## src/rtl/axil_master_arbiter_if.sv

```systemverilog
// ============================================================================
// Module      : axil_master_arbiter_if
// Description : Requester command/response and AXI-Lite master bundle for
//               the two-requester AXI-Lite arbiter.
// Revision    : 1.0 - initial release
// ============================================================================
`timescale 1ns/1ps
`default_nettype none

interface axil_master_arbiter_if #(
    parameter int DATA_WIDTH = 32,
    parameter int ADDR_WIDTH = 8,
    parameter int RESP_WIDTH = 3
);
    localparam int STRB_WIDTH = DATA_WIDTH / 8;

    logic                  rq0_valid;
    logic                  rq0_ready;
    logic                  rq0_write;
    logic [ADDR_WIDTH-1:0] rq0_addr;
    logic [DATA_WIDTH-1:0] rq0_wdata;
    logic [STRB_WIDTH-1:0] rq0_wstrb;
    logic                  rq1_valid;
    logic                  rq1_ready;
    logic                  rq1_write;
    logic [ADDR_WIDTH-1:0] rq1_addr;
    logic [DATA_WIDTH-1:0] rq1_wdata;
    logic [STRB_WIDTH-1:0] rq1_wstrb;

    logic                  rsp0_valid;
    logic [DATA_WIDTH-1:0] rsp0_rdata;
    logic [RESP_WIDTH-1:0] rsp0_resp;
    logic                  rsp1_valid;
    logic [DATA_WIDTH-1:0] rsp1_rdata;
    logic [RESP_WIDTH-1:0] rsp1_resp;

    logic [ADDR_WIDTH-1:0] m3_axi_awaddr;
    logic                  m3_axi_awvalid;
    logic                  m3_axi_awready;
    logic [DATA_WIDTH-1:0] m3_axi_wdata;
    logic [STRB_WIDTH-1:0] m3_axi_wstrb;
    logic                  m3_axi_wvalid;
    logic                  m3_axi_wready;
    logic [RESP_WIDTH-1:0] m3_axi_bresp;
    logic                  m3_axi_bvalid;
    logic                  m3_axi_bready;
    logic [ADDR_WIDTH-1:0] m3_axi_araddr;
    logic                  m3_axi_arvalid;
    logic                  m3_axi_arready;
    logic [DATA_WIDTH-1:0] m3_axi_rdata;
    logic [RESP_WIDTH-1:0] m3_axi_rresp;
    logic                  m3_axi_rvalid;
    logic                  m3_axi_rready;

    // Arbiter side
    modport master (
        input  rq0_valid, rq0_write, rq0_addr, rq0_wdata, rq0_wstrb,
        input  rq1_valid, rq1_write, rq1_addr, rq1_wdata, rq1_wstrb,
        output rq0_ready, rq1_ready,
        output rsp0_valid, rsp0_rdata, rsp0_resp,
        output rsp1_valid, rsp1_rdata, rsp1_resp,
        output m3_axi_awaddr, m3_axi_awvalid, input m3_axi_awready,
        output m3_axi_wdata, m3_axi_wstrb, m3_axi_wvalid, input m3_axi_wready,
        input  m3_axi_bresp, m3_axi_bvalid, output m3_axi_bready,
        output m3_axi_araddr, m3_axi_arvalid, input m3_axi_arready,
        input  m3_axi_rdata, m3_axi_rresp, m3_axi_rvalid, output m3_axi_rready
    );

    // Requester and AXI-Lite slave side
    modport slave (
        output rq0_valid, rq0_write, rq0_addr, rq0_wdata, rq0_wstrb,
        output rq1_valid, rq1_write, rq1_addr, rq1_wdata, rq1_wstrb,
        input  rq0_ready, rq1_ready,
        input  rsp0_valid, rsp0_rdata, rsp0_resp,
        input  rsp1_valid, rsp1_rdata, rsp1_resp,
        input  m3_axi_awaddr, m3_axi_awvalid, output m3_axi_awready,
        input  m3_axi_wdata, m3_axi_wstrb, m3_axi_wvalid, output m3_axi_wready,
        output m3_axi_bresp, m3_axi_bvalid, input m3_axi_bready,
        input  m3_axi_araddr, m3_axi_arvalid, output m3_axi_arready,
        output m3_axi_rdata, m3_axi_rresp, m3_axi_rvalid, input m3_axi_rready
    );
endinterface

`default_nettype wire

```

## src/rtl/axil_master_arbiter.sv

```systemverilog
// ============================================================================
// Module      : axil_master_arbiter
// Description : Round-robin sharing of one AXI-Lite slave between two command
//               requesters, one transaction in flight, 1-cycle result pulses.
// Revision    : 1.0 - initial release
// ============================================================================
`timescale 1ns/1ps
`default_nettype none

module axil_master_arbiter #(
    parameter int DATA_WIDTH = 32,
    parameter int ADDR_WIDTH = 8,
    parameter int RESP_WIDTH = 3
) (
    input  logic                  s3_axi_aclk,
    input  logic                  s3_axi_areset,
    axil_master_arbiter_if.master bus
);
    localparam int STRB_WIDTH = DATA_WIDTH / 8;

    typedef enum logic [2:0] {
        ST_IDLE = 3'd0,
        ST_WA   = 3'd1,
        ST_WB   = 3'd2,
        ST_AR   = 3'd3,
        ST_RD   = 3'd4,
        ST_RSP  = 3'd5
    } state_t;

    state_t                state_q;
    logic                  prio_q;      // 1: rq1 wins when both request
    logic                  cmd_id_q;
    logic [ADDR_WIDTH-1:0] cmd_addr_q;
    logic [DATA_WIDTH-1:0] cmd_wdata_q;
    logic [STRB_WIDTH-1:0] cmd_wstrb_q;
    logic                  awvalid_q;
    logic                  wvalid_q;
    logic                  bready_q;
    logic                  arvalid_q;
    logic                  rready_q;
    logic                  rsp0_valid_q;
    logic                  rsp1_valid_q;
    logic [DATA_WIDTH-1:0] rsp_rdata_q;
    logic [RESP_WIDTH-1:0] rsp_resp_q;

    logic                  w_grant0;
    logic                  w_grant1;
    logic                  w_sel_write;
    logic [ADDR_WIDTH-1:0] w_sel_addr;
    logic [DATA_WIDTH-1:0] w_sel_wdata;
    logic [STRB_WIDTH-1:0] w_sel_wstrb;
    logic                  w_wa_done;

    always_comb begin
        w_grant0 = 1'b0;
        w_grant1 = 1'b0;
        if (state_q == ST_IDLE && !s3_axi_areset) begin
            if (!prio_q) begin
                if (bus.rq0_valid)      w_grant0 = 1'b1;
                else if (bus.rq1_valid) w_grant1 = 1'b1;
            end else begin
                if (bus.rq1_valid)      w_grant1 = 1'b1;
                else if (bus.rq0_valid) w_grant0 = 1'b1;
            end
        end
    end

    assign w_sel_write = w_grant1 ? bus.rq1_write : bus.rq0_write;
    assign w_sel_addr  = w_grant1 ? bus.rq1_addr  : bus.rq0_addr;
    assign w_sel_wdata = w_grant1 ? bus.rq1_wdata : bus.rq0_wdata;
    assign w_sel_wstrb = w_grant1 ? bus.rq1_wstrb : bus.rq0_wstrb;

    // Each write channel counts as done once its valid has already dropped or
    // it handshakes this cycle, so either completion order is handled.
    assign w_wa_done = (!awvalid_q || bus.m3_axi_awready) &&
                       (!wvalid_q  || bus.m3_axi_wready);

    always_ff @(posedge s3_axi_aclk) begin
        if (s3_axi_areset) begin
            state_q      <= ST_IDLE;
            prio_q       <= 1'b0;
            cmd_id_q     <= 1'b0;
            cmd_addr_q   <= '0;
            cmd_wdata_q  <= '0;
            cmd_wstrb_q  <= '0;
            awvalid_q    <= 1'b0;
            wvalid_q     <= 1'b0;
            bready_q     <= 1'b0;
            arvalid_q    <= 1'b0;
            rready_q     <= 1'b0;
            rsp0_valid_q <= 1'b0;
            rsp1_valid_q <= 1'b0;
            rsp_rdata_q  <= '0;
            rsp_resp_q   <= '0;
        end else begin
            rsp0_valid_q <= 1'b0;
            rsp1_valid_q <= 1'b0;
            case (state_q)
                ST_IDLE: begin
                    if (w_grant0 || w_grant1) begin
                        cmd_id_q    <= w_grant1;
                        prio_q      <= w_grant0;
                        cmd_addr_q  <= w_sel_addr;
                        cmd_wdata_q <= w_sel_wdata;
                        cmd_wstrb_q <= w_sel_wstrb;
                        if (w_sel_write) begin
                            awvalid_q <= 1'b1;
                            wvalid_q  <= 1'b1;
                            state_q   <= ST_WA;
                        end else begin
                            arvalid_q <= 1'b1;
                            state_q   <= ST_AR;
                        end
                    end
                end
                ST_WA: begin
                    if (awvalid_q && bus.m3_axi_awready) awvalid_q <= 1'b0;
                    if (wvalid_q && bus.m3_axi_wready)   wvalid_q  <= 1'b0;
                    if (w_wa_done) begin
                        bready_q <= 1'b1;
                        state_q  <= ST_WB;
                    end
                end
                ST_WB: begin
                    if (bus.m3_axi_bvalid) begin
                        bready_q     <= 1'b0;
                        rsp_rdata_q  <= '0;
                        rsp_resp_q   <= bus.m3_axi_bresp;
                        rsp0_valid_q <= ~cmd_id_q;
                        rsp1_valid_q <= cmd_id_q;
                        state_q      <= ST_RSP;
                    end
                end
                ST_AR: begin
                    if (bus.m3_axi_arready) begin
                        arvalid_q <= 1'b0;
                        rready_q  <= 1'b1;
                        state_q   <= ST_RD;
                    end
                end
                ST_RD: begin
                    if (bus.m3_axi_rvalid) begin
                        rready_q     <= 1'b0;
                        rsp_rdata_q  <= bus.m3_axi_rdata;
                        rsp_resp_q   <= bus.m3_axi_rresp;
                        rsp0_valid_q <= ~cmd_id_q;
                        rsp1_valid_q <= cmd_id_q;
                        state_q      <= ST_RSP;
                    end
                end
                ST_RSP:  state_q <= ST_IDLE;
                default: state_q <= ST_IDLE;
            endcase
        end
    end

    assign bus.rq0_ready      = w_grant0;
    assign bus.rq1_ready      = w_grant1;
    assign bus.rsp0_valid     = rsp0_valid_q;
    assign bus.rsp1_valid     = rsp1_valid_q;
    assign bus.rsp0_rdata     = rsp_rdata_q;
    assign bus.rsp1_rdata     = rsp_rdata_q;
    assign bus.rsp0_resp      = rsp_resp_q;
    assign bus.rsp1_resp      = rsp_resp_q;
    assign bus.m3_axi_awaddr  = cmd_addr_q;
    assign bus.m3_axi_awvalid = awvalid_q;
    assign bus.m3_axi_wdata   = cmd_wdata_q;
    assign bus.m3_axi_wstrb   = cmd_wstrb_q;
    assign bus.m3_axi_wvalid  = wvalid_q;
    assign bus.m3_axi_bready  = bready_q;
    assign bus.m3_axi_araddr  = cmd_addr_q;
    assign bus.m3_axi_arvalid = arvalid_q;
    assign bus.m3_axi_rready  = rready_q;

endmodule

`default_nettype wire

```

## src/flat_wrapper.sv

```systemverilog
// flat-port wrapper written by rule: the top's interface ports become plain ports
module axil_master_arbiter_flat 
#(
    parameter int DATA_WIDTH = 32,
    parameter int ADDR_WIDTH = 8,
    parameter int RESP_WIDTH = 3
)
  (s3_axi_aclk, s3_axi_areset, bus_rq0_valid, bus_rq0_write, bus_rq0_addr, bus_rq0_wdata, bus_rq0_wstrb, bus_rq1_valid, bus_rq1_write, bus_rq1_addr, bus_rq1_wdata, bus_rq1_wstrb, bus_rq0_ready, bus_rq1_ready, bus_rsp0_valid, bus_rsp0_rdata, bus_rsp0_resp, bus_rsp1_valid, bus_rsp1_rdata, bus_rsp1_resp, bus_m3_axi_awaddr, bus_m3_axi_awvalid, bus_m3_axi_awready, bus_m3_axi_wdata, bus_m3_axi_wstrb, bus_m3_axi_wvalid, bus_m3_axi_wready, bus_m3_axi_bresp, bus_m3_axi_bvalid, bus_m3_axi_bready, bus_m3_axi_araddr, bus_m3_axi_arvalid, bus_m3_axi_arready, bus_m3_axi_rdata, bus_m3_axi_rresp, bus_m3_axi_rvalid, bus_m3_axi_rready);
  axil_master_arbiter_if #(.DATA_WIDTH(DATA_WIDTH), .ADDR_WIDTH(ADDR_WIDTH), .RESP_WIDTH(RESP_WIDTH)) bus_i ();
  input  logic s3_axi_aclk;
  input  logic s3_axi_areset;
  input wire logic [$bits(bus_i.rq0_valid)-1:0] bus_rq0_valid;
  input wire logic [$bits(bus_i.rq0_write)-1:0] bus_rq0_write;
  input wire logic [$bits(bus_i.rq0_addr)-1:0] bus_rq0_addr;
  input wire logic [$bits(bus_i.rq0_wdata)-1:0] bus_rq0_wdata;
  input wire logic [$bits(bus_i.rq0_wstrb)-1:0] bus_rq0_wstrb;
  input wire logic [$bits(bus_i.rq1_valid)-1:0] bus_rq1_valid;
  input wire logic [$bits(bus_i.rq1_write)-1:0] bus_rq1_write;
  input wire logic [$bits(bus_i.rq1_addr)-1:0] bus_rq1_addr;
  input wire logic [$bits(bus_i.rq1_wdata)-1:0] bus_rq1_wdata;
  input wire logic [$bits(bus_i.rq1_wstrb)-1:0] bus_rq1_wstrb;
  output wire logic [$bits(bus_i.rq0_ready)-1:0] bus_rq0_ready;
  output wire logic [$bits(bus_i.rq1_ready)-1:0] bus_rq1_ready;
  output wire logic [$bits(bus_i.rsp0_valid)-1:0] bus_rsp0_valid;
  output wire logic [$bits(bus_i.rsp0_rdata)-1:0] bus_rsp0_rdata;
  output wire logic [$bits(bus_i.rsp0_resp)-1:0] bus_rsp0_resp;
  output wire logic [$bits(bus_i.rsp1_valid)-1:0] bus_rsp1_valid;
  output wire logic [$bits(bus_i.rsp1_rdata)-1:0] bus_rsp1_rdata;
  output wire logic [$bits(bus_i.rsp1_resp)-1:0] bus_rsp1_resp;
  output wire logic [$bits(bus_i.m3_axi_awaddr)-1:0] bus_m3_axi_awaddr;
  output wire logic [$bits(bus_i.m3_axi_awvalid)-1:0] bus_m3_axi_awvalid;
  input wire logic [$bits(bus_i.m3_axi_awready)-1:0] bus_m3_axi_awready;
  output wire logic [$bits(bus_i.m3_axi_wdata)-1:0] bus_m3_axi_wdata;
  output wire logic [$bits(bus_i.m3_axi_wstrb)-1:0] bus_m3_axi_wstrb;
  output wire logic [$bits(bus_i.m3_axi_wvalid)-1:0] bus_m3_axi_wvalid;
  input wire logic [$bits(bus_i.m3_axi_wready)-1:0] bus_m3_axi_wready;
  input wire logic [$bits(bus_i.m3_axi_bresp)-1:0] bus_m3_axi_bresp;
  input wire logic [$bits(bus_i.m3_axi_bvalid)-1:0] bus_m3_axi_bvalid;
  output wire logic [$bits(bus_i.m3_axi_bready)-1:0] bus_m3_axi_bready;
  output wire logic [$bits(bus_i.m3_axi_araddr)-1:0] bus_m3_axi_araddr;
  output wire logic [$bits(bus_i.m3_axi_arvalid)-1:0] bus_m3_axi_arvalid;
  input wire logic [$bits(bus_i.m3_axi_arready)-1:0] bus_m3_axi_arready;
  input wire logic [$bits(bus_i.m3_axi_rdata)-1:0] bus_m3_axi_rdata;
  input wire logic [$bits(bus_i.m3_axi_rresp)-1:0] bus_m3_axi_rresp;
  input wire logic [$bits(bus_i.m3_axi_rvalid)-1:0] bus_m3_axi_rvalid;
  output wire logic [$bits(bus_i.m3_axi_rready)-1:0] bus_m3_axi_rready;
  assign bus_i.rq0_valid = bus_rq0_valid;
  assign bus_i.rq0_write = bus_rq0_write;
  assign bus_i.rq0_addr = bus_rq0_addr;
  assign bus_i.rq0_wdata = bus_rq0_wdata;
  assign bus_i.rq0_wstrb = bus_rq0_wstrb;
  assign bus_i.rq1_valid = bus_rq1_valid;
  assign bus_i.rq1_write = bus_rq1_write;
  assign bus_i.rq1_addr = bus_rq1_addr;
  assign bus_i.rq1_wdata = bus_rq1_wdata;
  assign bus_i.rq1_wstrb = bus_rq1_wstrb;
  assign bus_rq0_ready = bus_i.rq0_ready;
  assign bus_rq1_ready = bus_i.rq1_ready;
  assign bus_rsp0_valid = bus_i.rsp0_valid;
  assign bus_rsp0_rdata = bus_i.rsp0_rdata;
  assign bus_rsp0_resp = bus_i.rsp0_resp;
  assign bus_rsp1_valid = bus_i.rsp1_valid;
  assign bus_rsp1_rdata = bus_i.rsp1_rdata;
  assign bus_rsp1_resp = bus_i.rsp1_resp;
  assign bus_m3_axi_awaddr = bus_i.m3_axi_awaddr;
  assign bus_m3_axi_awvalid = bus_i.m3_axi_awvalid;
  assign bus_i.m3_axi_awready = bus_m3_axi_awready;
  assign bus_m3_axi_wdata = bus_i.m3_axi_wdata;
  assign bus_m3_axi_wstrb = bus_i.m3_axi_wstrb;
  assign bus_m3_axi_wvalid = bus_i.m3_axi_wvalid;
  assign bus_i.m3_axi_wready = bus_m3_axi_wready;
  assign bus_i.m3_axi_bresp = bus_m3_axi_bresp;
  assign bus_i.m3_axi_bvalid = bus_m3_axi_bvalid;
  assign bus_m3_axi_bready = bus_i.m3_axi_bready;
  assign bus_m3_axi_araddr = bus_i.m3_axi_araddr;
  assign bus_m3_axi_arvalid = bus_i.m3_axi_arvalid;
  assign bus_i.m3_axi_arready = bus_m3_axi_arready;
  assign bus_i.m3_axi_rdata = bus_m3_axi_rdata;
  assign bus_i.m3_axi_rresp = bus_m3_axi_rresp;
  assign bus_i.m3_axi_rvalid = bus_m3_axi_rvalid;
  assign bus_m3_axi_rready = bus_i.m3_axi_rready;
  axil_master_arbiter #(.DATA_WIDTH(DATA_WIDTH), .ADDR_WIDTH(ADDR_WIDTH), .RESP_WIDTH(RESP_WIDTH)) u_core (.s3_axi_aclk(s3_axi_aclk), .s3_axi_areset(s3_axi_areset), .bus(bus_i));
endmodule
```

## config.mk

```make
export PLATFORM = sky130hd
export DESIGN_NAME = axil_master_arbiter_flat
export DESIGN_NICKNAME = d
export VERILOG_FILES = /design/src/rtl/axil_master_arbiter_if.sv /design/src/rtl/axil_master_arbiter.sv /design/src/flat_wrapper.sv
export SDC_FILE = /design/constraint.sdc
export NUM_CORES = 1
export LEC_CHECK = 0
export CAP_MARGIN = 20
export CORE_MARGIN = 5
export CORE_UTILIZATION = 30
export DETAILED_ROUTE_END_ITERATION = 7
export PLACE_DENSITY = 0.66
export SLEW_MARGIN = 40
export SYNTH_ARGS = -nofsm -noshare
export SYNTH_HDL_FRONTEND = slang
export SYNTH_SLANG_ARGS = --single-unit
export TNS_END_PERCENT = 100
```

## constraint.sdc

```tcl
create_clock -name s3_axi_aclk -period 2 [get_ports s3_axi_aclk]
set_clock_uncertainty 0.05 [all_clocks]
set_input_delay 0.5 -clock s3_axi_aclk [delete_from_list [all_inputs] [get_ports s3_axi_aclk]]
set_output_delay 0.5 -clock s3_axi_aclk [all_outputs]
set_load 0.01 [all_outputs]
```

==> results.txt <==
* Die Y-Extent: 134 um
- Counting I/O delays and the setup requirement, the final critical path takes 1950 ps.
* Final cell count without fillers: 901
* Initial Utilization: 0.304
- For the worst setup path, the data arrival time is 1400 ps.
- Setup repair after global routing left no endpoint under its margin.
* Switching share of power: 0.329
* Die area: 17900 um2
- I/O pin total: 268
- R2r setup slk: 140 ps
* Class of the most critical setup path: flip-flop to primary output
* Syn_area_per_cell: 9.72 um2
- The min-delay analysis places its worst path in the category flip-flop to flip-flop.
* Count of nets left with antenna violations after detail routing: 0
- Total length of routed wires: 14900 um
* Synth-to-Final Area Change: 67.2%
- Drt first pass iters: 4
* Most frequently used cell type in the post-synthesis netlist: sky130_fd_sc_hd__dfxtp_1
- Crit-path cells: or4_4 > nor2_4 > buf_6
* Number of violations reported at the end of detailed-routing iteration 0: 98
- The final number of hold-violating endpoints came to 0.
- Commonest cells in the netlist: sky130_fd_sc_hd__dfxtp_1, sky130_fd_sc_hd__nor2_1, sky130_fd_sc_hd__mux2i_1
* Routed vias: 4225
* Number of maximum-capacitance constraint violations: 0
- For hold timing, the worst endpoint is u_core.bus.rsp0_valid.
* Number of storage elements in the synthesis netlist: 91
* Largest voltage drop on the vdd net: 0.491 mV
- In this run the critical register-to-register path is captured at u_core.bus.m3_axi_wdata[2].
- The share of total power dissipated in the clock network is 0.235.
- After synthesis, the share of flip-flops with an asynchronous set or reset is 0.
- Placed Cells: 878
- Of the post-synthesis cell area, the dominant cell type holds 0.395.
- For this design the ratio of total power to cell area is 1020 nW/um2.
* Level count of the clock H-tree: 3
- CTS saw 91 sinks.
* Rel. slew slack: 0.509
* Core Area: 15100 um2
* YS warnings: 0
* Post-detailed-route via-to-cell ratio: 4.69
- Sorting the synthesized cells by area gives the leading types as sky130_fd_sc_hd__dfxtp_1, sky130_fd_sc_hd__mux2i_1, sky130_fd_sc_hd__a211oi_2.
* CTS Buf Count: 9
* CP Capture Type: primary output
- Worst skew pair latency: 340 ps
* Run status: complete, no violations
* Beginning of the worst hold path: u_core.cmd_id_q
- For this run the aggregate overflow at the end of global routing stands at 0.
- Count of port buffers added during placement: 267
- Vias in the first global route: 4479
- In this run the power spent charging and discharging nets is 2.59 mW.
- The initial antenna violation count came to 1.
- Utilization after layout: 0.509
- At the worst endpoint, the required time is 1450 ps.
* Most instantiated flip-flop cell in the synthesis netlist: sky130_fd_sc_hd__dfxtp_1
- For this run, the register share of the synthesized area comes to 0.395.
* Yosys cell types: 35
- Portion of total power attributed to sequential cells: 0.308
* Depth of the most critical reg-to-reg path: 7
- Of the available clock period, the critical path in the final layout requires 0.976.
- CP top delay family: simple AND/OR/NAND/NOR gates
- Yosys mapped a number of flops with a built-in enable equal to 0.
- Ratio of cells with drive above 1 in the final layout: 0.150
* Area of the mapped netlist: 4610 um2
- Counting every net in the synthesized netlist gives 611.
- Clock slew at reported path FFs: 70 ps
- Among all stages on the critical path, the largest delay is contributed by sky130_fd_sc_hd__or4_4.
* Cell count of the worst hold path: 1
* Final setup violation count: 0
- After detailed routing, the average wire length per cell comes to 16.5 um.
* Startpoint type of the worst setup path: flip-flop
- For this run, design rule violations remaining after detail routing come to 0.
- Total buffers and inverters traversed by the critical path: 1
- At the pin with the least slew margin, the transition time is 736 ps.
- Routability-driven placement finished with a final weighted congestion of 0.772.
- For the final routed database, the setup TNS stands at 0 ps.
* Peak fanout along the critical path: 2
- The cell sitting at the root of the clock tree is a sky130_fd_sc_hd__clkbuf_16.
- Cts-stage hold buffer count: 0
- The net count of the finished layout is 845.
* Critical Path Max Stage Delay: 540 ps
- Detailed placement HPWL: 11200 um
- Entering global routing, the biggest net connects 61 pins.
* Number of rows in the core area: 45
- Highest clock rate: 512 MHz
- The die is 134 um wide.
- Max Buffers Root-to-Sink: 2
* Start of the worst register-to-register path: u_core.state_q[0]
- The number of antenna diodes in the final layout is 0.
- The biggest area contributor in the post-synthesis netlist is sky130_fd_sc_hd__dfxtp_1.
- The number of pins exceeding their max-slew limit in the final report is 0.
- The internal power of the cells totals 5.29 mW.
- Number of cells produced by synthesis: 474
* Static leakage power: 3.03 nW
- TritonCTS built the clock tree.
- The share of total power dissipated in combinational logic is 0.457.
* GR Util All Layers: 0.156
- First-pass GRT wire length: 22600 um
==> what timing repair did <==
item,CTS,global route
gates resized for setup,15,5
pin swaps,2,2
cloned,0,2
setup endpoints to repair,46,30
setup buffers,0,5
==> power by group through the flow <==
stage	sequential [mW]	clock [mW]	combinational (mW)
after CTS	2.43	1.93	3.48
after detailed placement	2.46	0	3.47
after global routing	2.47	1.99	3.88
after global placement	2.44	0	3.41
after floorplan	2.60	0	1.83
final	2.43	1.85	3.60
==> logic make-up (layout without fill, tap and decap cells) <==
family	Yosys count	in the layout	synth area share
AO/OA/AOI/OAI	78	78	0.166
buffers and inverters	83	322	0.119
AND/OR/NAND/NOR	143	143	0.148
flip-flops	91	91	0.395
multiplexers	79	79	0.172
==> flip-flops by register name (all words and copies together) (netlist names) <==
signal,count
u_core.bus.m3_axi_awvalid,1
u_core.bus.rsp0_resp,3
u_core.prio_q,1
u_core.cmd_id_q,1
u_core.bus.m3_axi_wdata,32
u_core.bus.m3_axi_wvalid,1
u_core.bus.rsp0_valid,1
u_core.bus.m3_axi_wstrb,4
u_core.bus.m3_axi_araddr,8
u_core.bus.rsp0_rdata,32
u_core.bus.rsp1_valid,1
u_core.bus.m3_axi_arvalid,1
u_core.state_q,3
u_core.bus.m3_axi_bready,1
u_core.bus.m3_axi_rready,1
==> per-stage QoR <==
step | power (mW) | hold WS, ps | setup WS [ps] | area, um2
after global routing | 8.35 | 395 | 3.22 | 7710
after CTS | 7.84 | 390 | -24.2 | 7590
after floorplan | 4.43 | 349 | 172 | 4610
after global placement | 5.84 | 367 | -535 | 7260
final | 7.88 | 381 | 47.4 | 7710
after detailed placement | 5.94 | 375 | -558 | 7260
==> worst max-delay path by stage <==
stage                         end  slack (ps)         startpoint  cells past startpoint
CTS                 bus_rq0_ready         -20  u_core.state_q[1]                      3
global route        bus_rq0_ready           3  u_core.state_q[0]                      3
floorplan           bus_rq1_ready         170      bus_rq1_valid                      5
global placement    bus_rq1_ready        -540      bus_rq1_valid                      5
finish              bus_rq0_ready          50  u_core.state_q[0]                      3
detailed placement  bus_rq1_ready        -560      bus_rq1_valid                      5
==> placed cells by master (no fill, tap or decap), types with 4 or more instances in the layout <==
cell	count
sky130_fd_sc_hd__a211oi_1	8
sky130_fd_sc_hd__a211oi_2	40
sky130_fd_sc_hd__a21oi_1	7
sky130_fd_sc_hd__a31oi_1	4
sky130_fd_sc_hd__and2_1	33
sky130_fd_sc_hd__buf_12	4
sky130_fd_sc_hd__buf_4	28
sky130_fd_sc_hd__clkbuf_16	11
sky130_fd_sc_hd__clkdlybuf4s50_1	262
sky130_fd_sc_hd__dfxtp_1	89
sky130_fd_sc_hd__inv_1	5
sky130_fd_sc_hd__mux2i_1	79
sky130_fd_sc_hd__nand2_1	5
sky130_fd_sc_hd__nand2b_1	7
sky130_fd_sc_hd__nor2_1	83
==> final cells by class <==
cell class | count | area (um2)
Clock buffer | 10 | 239
Fill cell | 1385 | 7440
Clock inverter | 6 | 88.8
Inverter | 5 | 18.8
Sequential cell | 91 | 1820
Tap cell | 188 | 235
Multi-Input combinational cell | 300 | 2290
Timing Repair Buffer | 301 | 3010
==> per-layer routing <==
layer,up-vias,track usage,wire length (um)
li1,2058,-,-
met1,1969,0.175,5950
met2,183,0.274,7360
met3,13,0.0574,1400
met4,2,0.0514,182
met5,-,0,13
(Power assumes the default switching activity.)
